### src/rtl/lcd_rx_pkg.sv
// Shared types and constants for the LCD RGB receiver.
// Holds the receiver FSM states, default geometry and a saturating counter helper.
package lcd_rx_pkg;

    typedef enum logic [1:0] {
        WAIT_VS,
        WAIT_DE,
        ACTIVE
    } rx_state_t;

    localparam int DEF_W = 800;
    localparam int DEF_H = 480;
    localparam int CW    = 11;

    localparam logic [CW-1:0] CNT_MAX = '1;

    function automatic logic [CW-1:0] sat_inc(input logic [CW-1:0] v);
        return (v == CNT_MAX) ? v : v + CW'(1);
    endfunction

endpackage

### src/rtl/lcd_rx_sync.sv
// Two-stage input registers and edge detection for the LCD receiver.
// Ports: clk, rst_n, raw lcd_* inputs in; stage-1 samples (syncs active-high) and edges out.
module lcd_rx_sync #(
    parameter int SYNC_ACTIVE_LOW = 1
) (
    input  logic        clk,
    input  logic        rst_n,
    input  logic        lcd_hs,
    input  logic        lcd_vs,
    input  logic        lcd_de,
    input  logic [23:0] lcd_rgb,
    output logic        s1_hs,
    output logic        s1_vs,
    output logic        s1_de,
    output logic [23:0] s1_rgb,
    output logic        vs_rise,
    output logic        de_rise,
    output logic        de_fall
);

    // Syncs are normalised so that 1 always means "asserted".
    localparam logic POL = (SYNC_ACTIVE_LOW != 0);

    logic s2_vs;
    logic s2_de;

    always_ff @(posedge clk or negedge rst_n) begin
        if (!rst_n) begin
            s1_hs  <= 1'b0;
            s1_vs  <= 1'b0;
            s1_de  <= 1'b0;
            s1_rgb <= '0;
            s2_vs  <= 1'b0;
            s2_de  <= 1'b0;
        end else begin
            s1_hs  <= lcd_hs ^ POL;
            s1_vs  <= lcd_vs ^ POL;
            s1_de  <= lcd_de;
            s1_rgb <= lcd_rgb;
            s2_vs  <= s1_vs;
            s2_de  <= s1_de;
        end
    end

    assign vs_rise = s1_vs & ~s2_vs;
    assign de_rise = s1_de & ~s2_de;
    assign de_fall = ~s1_de & s2_de;

endmodule

### src/rtl/lcd_rgb_rx.sv
// LCD parallel RGB receiver: emits pixels with position and per-frame geometry results.
// Ports: clk, rst_n, lcd_hs/vs/de/rgb in; pixel_*, frame_start/done, geometry and frame_sum out.
// Optional: define LCD_RX_SUM_EN to build the per-frame pixel sum; otherwise frame_sum is 0.
module lcd_rgb_rx
    import lcd_rx_pkg::*;
#(
    parameter int EXP_W           = DEF_W,
    parameter int EXP_H           = DEF_H,
    parameter int SYNC_ACTIVE_LOW = 1
) (
    input  logic        clk,
    input  logic        rst_n,
    input  logic        lcd_hs,
    input  logic        lcd_vs,
    input  logic        lcd_de,
    input  logic [23:0] lcd_rgb,
    output logic        pixel_valid,
    output logic [23:0] pixel_data,
    output logic [10:0] pixel_xpos,
    output logic [10:0] pixel_ypos,
    output logic        frame_start,
    output logic        frame_done,
    output logic [10:0] active_width,
    output logic [10:0] active_height,
    output logic        geom_err,
    output logic [23:0] frame_sum
);

    localparam logic [CW-1:0] EW = CW'(EXP_W);
    localparam logic [CW-1:0] EH = CW'(EXP_H);

    logic        s1_hs, s1_vs, s1_de;
    logic [23:0] s1_rgb;
    logic        vs_rise, de_rise, de_fall;

    lcd_rx_sync #(
        .SYNC_ACTIVE_LOW(SYNC_ACTIVE_LOW)
    ) u_sync (
        .clk    (clk),
        .rst_n  (rst_n),
        .lcd_hs (lcd_hs),
        .lcd_vs (lcd_vs),
        .lcd_de (lcd_de),
        .lcd_rgb(lcd_rgb),
        .s1_hs  (s1_hs),
        .s1_vs  (s1_vs),
        .s1_de  (s1_de),
        .s1_rgb (s1_rgb),
        .vs_rise(vs_rise),
        .de_rise(de_rise),
        .de_fall(de_fall)
    );

    rx_state_t     state, state_nxt;
    logic          emit, live, close, line_end, new_err;
    logic [CW-1:0] x_cnt, y_cnt, w_acc;
    logic [CW-1:0] w_pend, h_pend;
    logic          err_acc, err_pend, done_pend;

    always_ff @(posedge clk or negedge rst_n) begin
        if (!rst_n) state <= WAIT_VS;
        else        state <= state_nxt;
    end

    always_comb begin
        state_nxt = state;
        emit      = 1'b0;
        unique case (state)
            WAIT_VS: begin
                if (vs_rise) state_nxt = WAIT_DE;
            end
            WAIT_DE: begin
                if (vs_rise) begin
                    state_nxt = WAIT_DE;
                end else if (de_rise && !s1_vs) begin
                    state_nxt = ACTIVE;
                    emit      = 1'b1;
                end
            end
            ACTIVE: begin
                if (vs_rise) state_nxt = WAIT_DE;
                else         emit      = s1_de & ~s1_vs;
            end
            default: state_nxt = WAIT_VS;
        endcase
    end

    assign live     = (state != WAIT_VS);
    assign close    = vs_rise & (state == ACTIVE);
    assign line_end = de_fall & (state == ACTIVE);

    // Line 0 defines the width; every later line is compared against it.
    assign new_err = (live & s1_de & (s1_vs | s1_hs))
                   | (emit & (x_cnt == CNT_MAX))
                   | (line_end & (y_cnt == CNT_MAX))
                   | (line_end & (y_cnt != '0) & (x_cnt != w_acc));

    always_ff @(posedge clk or negedge rst_n) begin
        if (!rst_n) begin
            x_cnt   <= '0;
            y_cnt   <= '0;
            w_acc   <= '0;
            err_acc <= 1'b0;
        end else if (vs_rise) begin
            x_cnt   <= '0;
            y_cnt   <= '0;
            w_acc   <= '0;
            err_acc <= s1_de;
        end else if (live) begin
            err_acc <= err_acc | new_err;
            if (emit) x_cnt <= sat_inc(x_cnt);
            if (line_end) begin
                x_cnt <= '0;
                y_cnt <= sat_inc(y_cnt);
                if (y_cnt == '0) w_acc <= x_cnt;
            end
        end
    end

    // Results are snapshotted at the closing vs edge, since the
    // accumulators restart for the new frame on that same edge.
    always_ff @(posedge clk or negedge rst_n) begin
        if (!rst_n) begin
            pixel_valid   <= 1'b0;
            pixel_data    <= '0;
            pixel_xpos    <= '0;
            pixel_ypos    <= '0;
            frame_start   <= 1'b0;
            frame_done    <= 1'b0;
            done_pend     <= 1'b0;
            w_pend        <= '0;
            h_pend        <= '0;
            err_pend      <= 1'b0;
            active_width  <= '0;
            active_height <= '0;
            geom_err      <= 1'b0;
        end else begin
            pixel_valid <= emit;
            frame_start <= vs_rise;
            done_pend   <= close;
            frame_done  <= done_pend;
            if (emit) begin
                pixel_data <= s1_rgb;
                pixel_xpos <= x_cnt;
                pixel_ypos <= y_cnt;
            end
            if (close) begin
                w_pend   <= w_acc;
                h_pend   <= y_cnt;
                err_pend <= err_acc | (w_acc != EW) | (y_cnt != EH);
            end
            if (done_pend) begin
                active_width  <= w_pend;
                active_height <= h_pend;
                geom_err      <= err_pend;
            end
        end
    end

`ifdef LCD_RX_SUM_EN
    logic [23:0] sum_acc, sum_pend;

    always_ff @(posedge clk or negedge rst_n) begin
        if (!rst_n) begin
            sum_acc   <= '0;
            sum_pend  <= '0;
            frame_sum <= '0;
        end else begin
            if (vs_rise)   sum_acc <= '0;
            else if (emit) sum_acc <= sum_acc + s1_rgb;
            if (close)     sum_pend  <= sum_acc;
            if (done_pend) frame_sum <= sum_pend;
        end
    end
`else
    assign frame_sum = '0;
`endif

endmodule

### config.mk
export PLATFORM = sky130hd
export DESIGN_NAME = lcd_rgb_rx
export DESIGN_NICKNAME = d
export VERILOG_FILES = /design/src/rtl/lcd_rx_pkg.sv /design/src/rtl/lcd_rx_sync.sv /design/src/rtl/lcd_rgb_rx.sv
export SDC_FILE = /design/constraint.sdc
export NUM_CORES = 1
export LEC_CHECK = 0
export ABC_AREA = 0
export CORE_UTILIZATION = 45
export CTS_BUF_LIST = sky130_fd_sc_hd__clkbuf_4
export CTS_CLUSTER_DIAMETER = 100
export DETAILED_ROUTE_END_ITERATION = 8
export HOLD_SLACK_MARGIN = 0.15
export PLACE_DENSITY_LB_ADDON = 0.05
export SLEW_MARGIN = 10
export SYNTH_ARGS = -nofsm -noshare
export SYNTH_HDL_FRONTEND = slang
export SYNTH_SLANG_ARGS = --single-unit
### constraint.sdc
create_clock -name clk -period 2.6 [get_ports clk]
set_clock_uncertainty 0.2 [all_clocks]
set_input_delay 0.39 -clock clk [delete_from_list [all_inputs] [get_ports clk]]
set_output_delay 0.39 -clock clk [all_outputs]
set_load 0.1 [all_outputs]
==> flow_metrics.py <==
metrics = {
    "die": {
        "ios": 125,
        "num_rows": 43,
        "fp.dieW_um": 123.0,
        "core_area_mm2": 0.01410,
        "start_util_pct": 46.71,
        "dieHeight_um": 123.0,
        "die_area_mm2": 0.01512,
    },
    "power_and_ir_drop": {
        "ir_drop_mv": 0.7852,
        "power_leakage_nw": 4.162,
        "power.total_mw": 7.399,
        "p_per_area_mw_per_mm2": 909.8,
    },
    "critical_path": {
        "reg2regPathDepth": 9,
        "critPathBufInv": 4,
        "r2r-start": "state[0]",
        "slowest_stage": "dfrtp_1",
        "worstPathCellList": "inv_1 > ha_1 > inv_1 > a21o_1 > inv_2 > buf_4 > nand4_1 > xor2_1 > nor2_1",
        "arrival_ns": 2.58,
        "required_ns": 2.90,
        "startpoint": "state[0]",
        "critPathMaxStageDelay_ns": 0.44,
        "crit_family": "buffers and inverters",
        "crit_fanout": 28,
        "worstSetupStartpointType": "flip-flop",
        "cp-end-kind": "flip-flop",
        "path_common_cell": "inv_1",
        "critPathKind": "flip-flop to flip-flop",
        "cp.depth": 9,
    },
    "clock_network": {
        "post_cts_buffers": 0,
        "clk_latency_ns": 0.57,
        "cts_tree": "yes",
        "h-tree-depth": 4,
        "cts.sink_count": 161,
        "clk_pin_slew_ns": 0.14,
        "cts.root.buffer_cell": "clkbuf_4",
        "cts_hold_buffers": 29,
        "cts_inserted_buffers": 17,
        "clockBufferDepth": 2,
        "ctsResizeCount": 0,
    },
    "global_route": {
        "grt_pass1_vias": 4620,
        "grt-ovfl-total": 0,
        "grt_max_degree": 49,
        "top_usage_layer": "met2",
        "antenna_found_initial": 1,
        "grt_pass1_wl_um": 22780,
        "met3_usage_pct": 5.581,
        "grtUsageTotal_pct": 19.83,
        "met1_usage_pct": 27.14,
        "globalRouteMet2Util_pct": 29.88,
    },
    "placement": {
        "place.gp.congestion": 0.8110,
        "hpwl_um": 9140,
        "io_buffer_count": 100,
        "place_area_mm2": 0.007532,
    },
    "hold_path": {
        "min-delay-path-class": "primary input to asynchronous set/reset pin",
    },
    "detailed_routing": {
        "drt_iter0_drc": 207,
        "wirelength_um": 13570,
        "antenna_left": 0,
        "dr_total_vias": 4657,
        "firstDrtPassIters": 4,
        "remaining_drc_errors": 0,
        "viasPerCell": 5.008,
        "detail_route.wl_per_cell_um": 14.59,
    },
    "synth": {
        "netlist_instances": 604,
        "avgSynthCellArea_um2": 10.90,
        "ys.flop_type": "dfrtp_1",
        "yosysWarnings": 0,
        "async_flop_share_pct": 100.0,
        "synth_seq_area_share_pct": 61.19,
        "yosysUniqueCellTypes": 45,
        "synth_edf_count": 0,
        "ys_ff_latch": 161,
        "syn_area_mm2": 0.006584,
    },
    "final_layout": {
        "layout_common_cells": "nand2_1 (180), dfrtp_1 (161), buf_4 (83), mux2_2 (43), dlygate4sd3_1 (28)",
        "area_growth_pct": 23.53,
        "fin_util_pct": 57.70,
        "largest_registers": "pixel_data (24), u_sync.s1_rgb (24)",
        "drive_gt1_share_pct": 22.70,
        "design_area_mm2": 0.008133,
        "layout_commonest_cell": "nand2_1",
        "finish.net_count": 772,
    },
    "sta": {
        "finalCritPeriodShare_pct": 87.50,
        "max_freq_mhz": 439.6,
        "finalMaxSlewViolations": 0,
        "hold_viol": 0,
        "setup_viol": 0,
        "whs_ns": 0.1947,
        "fin_crit_ns": 2.275,
        "rsz0062_at_grt": "false",
        "fin_tns_setup_ns": 0,
    },
    "outcome": {
        "status": "complete, no violations",
    },
    "job": {
        "maxCapViolCount": 0,
    },
}
layer usage:
layer	vias to the layer above	part of all wire, %
met4	0	1.6
li1	2224	-
met1	2262	46
met3	20	5.9
met2	151	46
met5	-	0
tightest hold or removal path: cells and delay by family:
family,cells,cell delay [ns]
buf+inv,3,0.96
area by class of cell:
cell class / count / area (um2)
antenna: 1 / 2.502
clock buffer: 17 / 127.6
clock inverter: 15 / 162.7
fill: 1208 / 5963
inverter: 12 / 45.04
multi-input combinational: 402 / 2288
sequential: 161 / 4029
tap: 180 / 225.2
timing repair buffer: 142 / 1252
synthesized netlist by cell type (3+ instances only):
cell type,n,area share [%]
dfrtp_1,161,61
and3_1,6,0.57
a21oi_1,5,0.38
buf_2,18,1.4
nor4_1,6,0.57
nor2_1,20,1.1
o21ai_0,15,1.1
nand2_1,180,10
buf_4,24,2.7
mux2_2,43,7.4
nor3_1,6,0.46
nand4b_1,3,0.40
clkbuf_1,6,0.34
a211oi_1,5,0.57
xor2_1,14,1.9
xnor2_1,7,0.93
buf_1,4,0.23
nand3_1,14,1.1
o21ai_1,12,0.91
inv_1,10,0.57
ha_1,7,1.3
o31ai_1,4,0.46
a31oi_1,4,0.38
nand3b_1,3,0.34
final timing paths:
path                       slack, ns               end
min                             0.19          err_pend
min reg2reg                     0.25    pixel_data[16]
min in group clk                0.25    pixel_data[16]
max in group asynchronous       1.69  u_sync.s1_rgb[9]
max                             0.33          x_cnt[2]
max reg2reg                     0.33          x_cnt[2]
kinds of logic (layout without fill, tap and decap cells):
group | after synthesis | count (layout) | synth area share (%)
AOI/OAI and AO/OA | 56 | 56 | 5.302
adders and majority gates | 7 | 7 | 1.330
buffers and inverters | 64 | 186 | 5.359
other | 1 | 25 | 0.05696
muxes | 43 | 43 | 7.355
DFF | 161 | 161 | 61.19
and+or+nand+nor | 251 | 251 | 16.61
xor gates and xnor gates | 21 | 21 | 2.794
power breakdown:
part | switching, mW | internal [mW] | total [mW]
registers | 0.227 | 2.81 | 3.04
logic | 2.29 | 0.589 | 2.88
clock network | 0.904 | 0.576 | 1.48
total | 3.42 | 3.98 | 7.40
metrics by stage:
step,instances,setup WS [ns]
final,930,0.3250
after global routing,930,0.1533
after CTS,929,0.3179
after detailed placement,868,0.3670
after global placement,868,0.4091
after floorplan,627,0.6690
Note: power is estimated with default switching activity, not from simulation.
